`src/rtl/maze_pkg.sv`:
```
// Shared types and constants for the maze stream driver and its path checker.
package maze_pkg;

    localparam int MAZE_N    = 15;
    localparam int MAZE_BITS = MAZE_N * MAZE_N;

    typedef logic [3:0] coord_t;

    typedef enum logic [2:0] {
        IDLE,
        GEN,
        SEND,
        WAIT,
        PATH,
        DONE
    } drv_state_e;

    typedef enum logic [2:0] {
        FAIL_OK      = 3'd0,
        FAIL_ADJ     = 3'd1,
        FAIL_WALL    = 3'd2,
        FAIL_TIMEOUT = 3'd3,
        FAIL_START   = 3'd4,
        FAIL_LONG    = 3'd6
    } fail_e;

    localparam coord_t      START_XY  = 4'd13;
    localparam coord_t      GOAL_XY   = 4'd1;
    localparam logic [15:0] LFSR_SEED = 16'hACE1;

    // Flat image index of cell (x,y); x varies fastest.
    function automatic logic [7:0] cell_idx(input coord_t x, input coord_t y);
        return 8'(y) * 8'(MAZE_N) + 8'(x);
    endfunction

endpackage

```
`src/rtl/maze_path_checker.sv`:
```
// Per-beat legality check of one returned path coordinate against the maze image.
// Priority: wrong first cell, then non-adjacent step, then wall/out-of-range cell.
module maze_path_checker
    import maze_pkg::*;
(
    input  logic [MAZE_BITS-1:0] img_i,
    input  logic                 first_i,
    input  coord_t               prev_x_i,
    input  coord_t               prev_y_i,
    input  coord_t               cur_x_i,
    input  coord_t               cur_y_i,
    output fail_e                err_o,
    output logic                 goal_hit_o
);

    coord_t     dx, dy;
    logic       adj, in_rng, wall;
    logic [7:0] idx;

    // Classify the new coordinate relative to the previous one and the image.
    always_comb begin
        dx     = (cur_x_i > prev_x_i) ? cur_x_i - prev_x_i : prev_x_i - cur_x_i;
        dy     = (cur_y_i > prev_y_i) ? cur_y_i - prev_y_i : prev_y_i - cur_y_i;
        adj    = ((dx == 4'd1) && (dy == 4'd0)) || ((dx == 4'd0) && (dy == 4'd1));
        in_rng = (cur_x_i < 4'(MAZE_N)) && (cur_y_i < 4'(MAZE_N));
        idx    = in_rng ? cell_idx(cur_x_i, cur_y_i) : 8'd0;
        // Cells outside the grid are treated as wall.
        wall   = !in_rng || img_i[idx];
        err_o  = FAIL_OK;
        if (first_i && !((cur_x_i == START_XY) && (cur_y_i == START_XY)))
            err_o = FAIL_START;
        else if (!first_i && !adj)
            err_o = FAIL_ADJ;
        else if (wall)
            err_o = FAIL_WALL;
        goal_hit_o = (err_o == FAIL_OK) && (cur_x_i == GOAL_XY) && (cur_y_i == GOAL_XY);
    end

endmodule

```
`src/rtl/maze_stream_driver.sv`:
```
// Maze stream driver: holds a 15x15 wall image, streams it bit-serially to the
// solver on start, then captures and checks the solver's returned path.
// Optional feature macro: MAZE_LFSR_GEN_EN (start with gen_rand_i=1 first fills
// the image from a 16-bit Fibonacci LFSR before streaming).
module maze_stream_driver
    import maze_pkg::*;
#(
    parameter int TIMEOUT = 4096
) (
    input  logic         clk,
    input  logic         rst_n,
    input  logic         cfg_we_i,
    input  logic [3:0]   cfg_row_i,
    input  logic [14:0]  cfg_data_i,
    input  logic         start_i,
    input  logic         gen_rand_i,
    output logic         maze_o,
    output logic         in_valid_o,
    input  logic         out_valid_i,
    input  logic         maze_not_valid_i,
    input  logic [3:0]   out_x_i,
    input  logic [3:0]   out_y_i,
    output logic         busy_o,
    output logic         done_o,
    output logic         pass_o,
    output logic         nv_seen_o,
    output logic [2:0]   fail_code_o,
    output logic [3:0]   hdr_step_o,
    output logic [7:0]   path_len_o
);

    localparam int TW = $clog2(TIMEOUT + 1);

    drv_state_e             state_q;
    logic [MAZE_BITS-1:0]   img_q, img_d;
    logic [7:0]             bit_q;
    logic [TW-1:0]          tmo_q;
    coord_t                 prev_x_q, prev_y_q;
    logic                   maze_q, in_valid_q, busy_q, done_q, pass_q, nv_q;
    fail_e                  fail_q;
    coord_t                 hdr_q;
    logic [7:0]             len_q;

    fail_e                  chk_err;
    logic                   chk_goal;
    logic                   fin, fin_pass, fin_nv, tmo_hit;
    fail_e                  fin_code;

`ifdef MAZE_LFSR_GEN_EN
    logic [15:0] lfsr_q;
    logic        lfsr_fb, gen_bit;
    coord_t      gx, gy;

    assign lfsr_fb = lfsr_q[15] ^ lfsr_q[13] ^ lfsr_q[12] ^ lfsr_q[10];

    // Generated cell value: border forced to wall, start/goal cells forced open.
    always_comb begin
        gx      = 4'(bit_q % 8'd15);
        gy      = 4'(bit_q / 8'd15);
        gen_bit = lfsr_fb;
        if ((gx == 4'd0) || (gx == 4'(MAZE_N - 1)) || (gy == 4'd0) || (gy == 4'(MAZE_N - 1)))
            gen_bit = 1'b1;
        else if (((gx == GOAL_XY) && (gy == GOAL_XY)) || ((gx == START_XY) && (gy == START_XY)))
            gen_bit = 1'b0;
    end

    // LFSR advances one step per generated cell; only reset reseeds it.
    always_ff @(posedge clk or negedge rst_n) begin
        if (!rst_n)                lfsr_q <= LFSR_SEED;
        else if (state_q == GEN)   lfsr_q <= {lfsr_q[14:0], lfsr_fb};
    end
`else
    logic unused_gen_rand;
    assign unused_gen_rand = gen_rand_i;
`endif

    // Next image: row writes only while idle, generated cells during fill.
    always_comb begin
        img_d = img_q;
        if ((state_q == IDLE) && cfg_we_i && (cfg_row_i != 4'd15))
            img_d[int'(cfg_row_i) * MAZE_N +: MAZE_N] = cfg_data_i;
`ifdef MAZE_LFSR_GEN_EN
        if (state_q == GEN)
            img_d[bit_q] = gen_bit;
`endif
    end

    // Image storage is deliberately left out of reset.
    always_ff @(posedge clk) begin
        img_q <= img_d;
    end

    maze_path_checker u_chk (
        .img_i      (img_q),
        .first_i    (len_q == 8'd0),
        .prev_x_i   (prev_x_q),
        .prev_y_i   (prev_y_q),
        .cur_x_i    (out_x_i),
        .cur_y_i    (out_y_i),
        .err_o      (chk_err),
        .goal_hit_o (chk_goal)
    );

    // Decide whether the response check ends this cycle and with what result.
    always_comb begin
        fin      = 1'b0;
        fin_pass = 1'b0;
        fin_nv   = 1'b0;
        fin_code = FAIL_OK;
        tmo_hit  = (tmo_q == TW'(TIMEOUT - 1));
        if ((state_q == WAIT) || (state_q == PATH)) begin
            if (maze_not_valid_i) begin
                fin    = 1'b1;
                fin_nv = 1'b1;
            end else if ((state_q == PATH) && out_valid_i && (chk_err != FAIL_OK)) begin
                fin      = 1'b1;
                fin_code = chk_err;
            end else if ((state_q == PATH) && out_valid_i && chk_goal) begin
                fin      = 1'b1;
                fin_pass = 1'b1;
            end else if ((state_q == PATH) && out_valid_i && (len_q == 8'hFF)) begin
                fin      = 1'b1;
                fin_code = FAIL_LONG;
            end else if (tmo_hit) begin
                fin      = 1'b1;
                fin_code = FAIL_TIMEOUT;
            end
        end
    end

    // Main FSM: serializer, header/path capture, timeout and result registers.
    always_ff @(posedge clk or negedge rst_n) begin
        if (!rst_n) begin
            state_q    <= IDLE;
            bit_q      <= '0;
            tmo_q      <= '0;
            prev_x_q   <= '0;
            prev_y_q   <= '0;
            maze_q     <= 1'b0;
            in_valid_q <= 1'b0;
            busy_q     <= 1'b0;
            done_q     <= 1'b0;
            pass_q     <= 1'b0;
            nv_q       <= 1'b0;
            fail_q     <= FAIL_OK;
            hdr_q      <= '0;
            len_q      <= '0;
        end else begin
            case (state_q)
                IDLE: begin
                    if (start_i) begin
                        busy_q   <= 1'b1;
                        pass_q   <= 1'b0;
                        nv_q     <= 1'b0;
                        fail_q   <= FAIL_OK;
                        hdr_q    <= '0;
                        len_q    <= '0;
                        tmo_q    <= '0;
`ifdef MAZE_LFSR_GEN_EN
                        if (gen_rand_i) begin
                            state_q <= GEN;
                            bit_q   <= '0;
                        end else
`endif
                        begin
                            // img_d carries a same-cycle row write into bit 0.
                            state_q    <= SEND;
                            maze_q     <= img_d[0];
                            in_valid_q <= 1'b1;
                            bit_q      <= 8'd1;
                        end
                    end
                end
`ifdef MAZE_LFSR_GEN_EN
                GEN: begin
                    if (bit_q == 8'(MAZE_BITS - 1)) begin
                        state_q    <= SEND;
                        maze_q     <= img_d[0];
                        in_valid_q <= 1'b1;
                        bit_q      <= 8'd1;
                    end else begin
                        bit_q <= bit_q + 8'd1;
                    end
                end
`endif
                SEND: begin
                    if (bit_q == 8'(MAZE_BITS)) begin
                        state_q    <= WAIT;
                        maze_q     <= 1'b0;
                        in_valid_q <= 1'b0;
                        tmo_q      <= '0;
                    end else begin
                        maze_q <= img_q[bit_q];
                        bit_q  <= bit_q + 8'd1;
                    end
                end
                WAIT, PATH: begin
                    tmo_q <= tmo_q + 1'b1;
                    if ((state_q == WAIT) && out_valid_i && !maze_not_valid_i) begin
                        hdr_q   <= out_x_i;
                        state_q <= PATH;
                    end
                    if ((state_q == PATH) && out_valid_i && !maze_not_valid_i) begin
                        if (len_q != 8'hFF) len_q <= len_q + 8'd1;
                        prev_x_q <= out_x_i;
                        prev_y_q <= out_y_i;
                    end
                    if (fin) begin
                        state_q <= DONE;
                        done_q  <= 1'b1;
                        pass_q  <= fin_pass;
                        nv_q    <= fin_nv;
                        fail_q  <= fin_code;
                    end
                end
                DONE: begin
                    done_q  <= 1'b0;
                    busy_q  <= 1'b0;
                    state_q <= IDLE;
                end
                default: state_q <= IDLE;
            endcase
        end
    end

    assign maze_o      = maze_q;
    assign in_valid_o  = in_valid_q;
    assign busy_o      = busy_q;
    assign done_o      = done_q;
    assign pass_o      = pass_q;
    assign nv_seen_o   = nv_q;
    assign fail_code_o = fail_q;
    assign hdr_step_o  = hdr_q;
    assign path_len_o  = len_q;

endmodule

```
`config.mk`:
```
export PLATFORM = sky130hd
export DESIGN_NAME = maze_stream_driver
export DESIGN_NICKNAME = d
export VERILOG_FILES = /design/src/rtl/maze_pkg.sv /design/src/rtl/maze_path_checker.sv /design/src/rtl/maze_stream_driver.sv
export SDC_FILE = /design/constraint.sdc
export NUM_CORES = 1
export LEC_CHECK = 0
export BUFFER_PORTS_ARGS = -buffer_cell sky130_fd_sc_hd__buf_2
export CAP_MARGIN = 0
export CORE_MARGIN = 1.5
export CORE_UTILIZATION = 50
export CTS_CLUSTER_DIAMETER = 80
export CTS_CLUSTER_SIZE = 10
export DETAILED_ROUTE_END_ITERATION = 8
export PLACE_DENSITY = 0.72
export SYNTH_ARGS = -nofsm -noshare
export SYNTH_HDL_FRONTEND = slang
export SYNTH_SLANG_ARGS = --single-unit
```
`constraint.sdc`:
```
create_clock -name clk -period 5.4 [get_ports clk]
set_input_delay 0.27 -clock clk [delete_from_list [all_inputs] [get_ports clk]]
set_output_delay 0.27 -clock clk [all_outputs]
set_load 0.05 [all_outputs]
```
==> flow_summary.json <==
{
  "critical_path_buf_inv_count": 3,
  "slew_headroom_pct": 11.12,
  "overflow": 0,
  "worstSetupEndpointType": "flop",
  "yosysSeqAreaShare_pct": 49.01,
  "synth_edf_count": 224,
  "initial_utilization_pct": 50.75,
  "synth_largest_type_area_fraction_pct": 40.84,
  "cts_buffers": 31,
  "leak_pwr_nw": 6.605,
  "worst_hold_path_type": "input pin to flop",
  "rsz0062_at_grt": "false",
  "yosys-top-cells-count": "258 x sky130_fd_sc_hd__nor2_1, 224 x sky130_fd_sc_hd__edfxtp_1, 94 x sky130_fd_sc_hd__nand2_1",
  "async_set_reset_flop_share_out_of_synthesis_pct": 19.06,
  "number_of_sinks_on_the_clock_net": 278,
  "netlist-cell-type-count": 77,
  "max_slew.worst_pin.slew_ps": 1328,
  "synth.yosys.warnings": 0,
  "setup_total_negative_slack_ps": 0,
  "number_of_placement_rows": 66,
  "power.density_mw_per_mm2": 400.6,
  "run_status": "completed",
  "synth_area_leader_cell": "sky130_fd_sc_hd__edfxtp_1",
  "routed_wire_length_per_instance_um": 24.78,
  "port_buffers": 53,
  "ant_nets": 0,
  "ys.flop_type": "sky130_fd_sc_hd__edfxtp_1",
  "finish.net_count": 1562,
  "synth.net_count": 1529,
  "timing.max_cap.violations": 0,
  "h-tree-depth": 1,
  "finalSetupViolCount": 0,
  "ys_top_cells_by_area": "sky130_fd_sc_hd__edfxtp_1 41%, sky130_fd_sc_hd__mux4_2 13%, sky130_fd_sc_hd__dfrtp_1 8.1%",
  "category_of_the_most_critical_setup_path": "input pin to flop",
  "die_height_um": 184.5,
  "timing.fmax_ghz": 0.2242,
  "drv_slew": 0,
  "worst_path_dominant_cell_family": "compound AO/OA/AOI/OAI gates",
  "timing.critical_path.cells": "buf_2 > fa_1 > fa_1 > inv_1 > fa_1 > inv_1 > ha_1 > o21ai_0 > nor2_1 > o21ai_0 > a211oi_1 > a2111oi_0 > a221o_1 > a32o_2 > nand2_1 > o2111ai_1",
  "worst-endpoint-required_ps": 5890,
  "fin_crit_ps": 4460,
  "cpPeakStageDelay_ps": 600,
  "timing.critical_path.arrival_ps": 4950,
  "timing.clock.skew_ps": 12.10,
  "grt_max_degree": 54,
  "antenna_found_initial": 0,
  "drt_pass1_iterations": 5,
  "dp_hpwl_um": 32960,
  "critPathLaunchType": "input pin",
  "clock_tree.root_cell": "sky130_fd_sc_hd__clkbuf_16",
  "route.detailed.vias_per_inst": 6.520,
  "grt_pass1_wl_um": 73450,
  "crit_cells": 16,
  "detailed_router_s_first_iteration_violation_count": 1442,
  "critPathSlowestCell": "sky130_fd_sc_hd__o21ai_0",
  "ys_seq_elements": 278,
  "clock_tree.buffer_depth": 3,
  "clk-insertion-delay-late_ps": 590,
  "path_clk_slew_ps": 60,
  "io-pin-count": 55,
  "worst_ir_drop_vdd_mv": 0.3120,
  "reg2reg_depth": 7,
  "crit_path_frequent_cell": "sky130_fd_sc_hd__fa_1",
  "first_global_vias": 12440,
  "vias": 12640,
  "drt-total-wl_um": 48050,
  "core-area_mm2": 0.03245,
  "finish.utilization_pct": 56.06,
  "final_min_period_over_clock_period_pct": 82.59,
  "clock_tree_from_tritoncts": "done",
  "worst_hold_path.num_cells": 3,
  "mappedNetlistArea_mm2": 0.01647,
  "all_layer_gr_usage_pct": 29.04,
  "synthMostInstantiatedCell": "sky130_fd_sc_hd__nor2_1",
  "gpl.final_weighted_congestion": 0.9729,
  "antenna_cells": 0,
  "post_synth_inst_count": 1441,
  "design.die.area_mm2": 0.03404,
  "synth.avg_cell_area_um2": 11.43,
  "die_width_um": 184.5,
  "worst-path-max-fanout": 7,
  "remaining_drc_errors": 0,
  "final.hold.worst_slack_ps": 21.20,
  "drive_above_1_share_pct": 16.97,
  "finalHoldViolations": 0,
  "area.growth.synth_to_final_pct": 10.47
}
==> cell usage in the layout, fill, tap and decap left out, types with 5 or more instances in the layout <==
cell	netlist	layout
sky130_fd_sc_hd__a211oi_1	10	10
sky130_fd_sc_hd__a21o_1	6	6
sky130_fd_sc_hd__a21oi_1	55	54
sky130_fd_sc_hd__a221oi_1	8	8
sky130_fd_sc_hd__a22oi_1	5	5
sky130_fd_sc_hd__a31oi_1	9	6
sky130_fd_sc_hd__a32oi_1	9	9
sky130_fd_sc_hd__and2_1	44	44
sky130_fd_sc_hd__and3_1	8	8
sky130_fd_sc_hd__buf_2	19	53
sky130_fd_sc_hd__buf_4	9	35
sky130_fd_sc_hd__clkbuf_1	61	24
sky130_fd_sc_hd__clkbuf_16	0	31
sky130_fd_sc_hd__dfrtp_1	53	51
sky130_fd_sc_hd__edfxtp_1	224	224
sky130_fd_sc_hd__fa_1	11	11
sky130_fd_sc_hd__ha_1	43	41
sky130_fd_sc_hd__inv_1	49	49
sky130_fd_sc_hd__mux2_2	13	13
sky130_fd_sc_hd__mux2i_1	35	35
sky130_fd_sc_hd__mux4_2	93	93
sky130_fd_sc_hd__nand2_1	94	94
sky130_fd_sc_hd__nand2b_1	11	11
sky130_fd_sc_hd__nand3_1	30	30
sky130_fd_sc_hd__nand4_1	25	25
sky130_fd_sc_hd__nor2_1	258	258
sky130_fd_sc_hd__nor2b_1	11	11
sky130_fd_sc_hd__nor3_1	24	23
sky130_fd_sc_hd__nor4_1	5	5
sky130_fd_sc_hd__o2111ai_1	8	8
sky130_fd_sc_hd__o211ai_1	9	9
sky130_fd_sc_hd__o21a_1	7	7
sky130_fd_sc_hd__o21ai_0	53	53
sky130_fd_sc_hd__o22ai_1	13	13
sky130_fd_sc_hd__or3_1	14	14
sky130_fd_sc_hd__xnor2_1	12	12
sky130_fd_sc_hd__xor2_1	20	20
==> worst min-delay path, cell delays in order <==
cell                      delay, ps
sky130_fd_sc_hd__buf_2          160
sky130_fd_sc_hd__nand2_1         60
sky130_fd_sc_hd__o21ai_0         70
==> cell families (layout without fill, tap and decap cells) <==
group / Yosys count / after routing / synth area share, %
compound gates: 245 / 245 / 9.921
fa+ha+maj: 54 / 54 / 4.603
mux: 141 / 141 / 15.73
simple gates: 547 / 547 / 15.39
flops: 278 / 278 / 49.01
buf+inv: 144 / 200 / 3.639
xor+xnor: 32 / 32 / 1.702
==> power breakdown <==
group / switching, mW / leakage (nW) / internal [mW]
clock: 0.860 / 0.420 / 1.07
sequential: 0.198 / 2.82 / 2.43
combinational: 1.67 / 3.37 / 1.06
total: 2.73 / 6.61 / 4.56
==> repair_timing <==
action | 4_1_cts | 5_1_grt
buffers inserted | 0 | 0
hold buffers | 1 | 0
endpoints found under the hold margin | 53 | 0
gates resized for setup | 0 | 0
==> through the flow <==
stage | setup slack [ps] | instances | power [mW] | instance area (µm²)
after global routing | 562.1 | 1939 | 7.583 | 18200
after floorplan | 1143 | 1441 | 4.474 | 16470
after detailed placement | 443.3 | 1882 | 5.312 | 17300
after CTS | 1039 | 1939 | 7.234 | 18200
final | 940.2 | 1939 | 7.289 | 18200
after global placement | 505.5 | 1882 | 5.259 | 17300
==> layout make-up <==
cell class	instances	area, µm²
Fill cell	2718	14260
Sequential cell	278	8078
Multi-Input combinational cell	1019	7869
Clock buffer	55	865.8
Timing Repair Buffer	93	618.1
Tap cell	442	553.0
Inverter	51	191.4
Clock inverter	1	20.02
==> registers in the layout, indices dropped and copies added (netlist names), 3 cells and up <==
name	count
img_q	225
tmo_q	13
bit_q	8
path_len_o	8
hdr_step_o	4
prev_x_q	4
prev_y_q	4
fail_code_o	3
state_q	3
==> path summary, 6_finish.rpt <==
check / startpoint / endpoint / slack [ps]
setup / recovery: out_y_i[0] / nv_seen_o / 940
min in group asynchronous: rst_n / prev_x_q[0] / 340
setup reg to reg: bit_q[1] / maze_o / 1770
max in group asynchronous: rst_n / bit_q[1] / 4540
hold / removal: out_x_i[3] / prev_x_q[3] / 20
hold reg to reg: tmo_q[0] / tmo_q[0] / 520
==> per-layer routing <==
metal | wire length, µm | up-vias | global-route usage, %
met3 | 6062 | 163 | 7.943
met2 | 21840 | 832 | 45.54
li1 | - | 5464 | -
met1 | 17590 | 6183 | 37.53
met5 | 0 | - | 0
met4 | 2554 | 0 | 13.67
(Power assumes the default switching activity.)
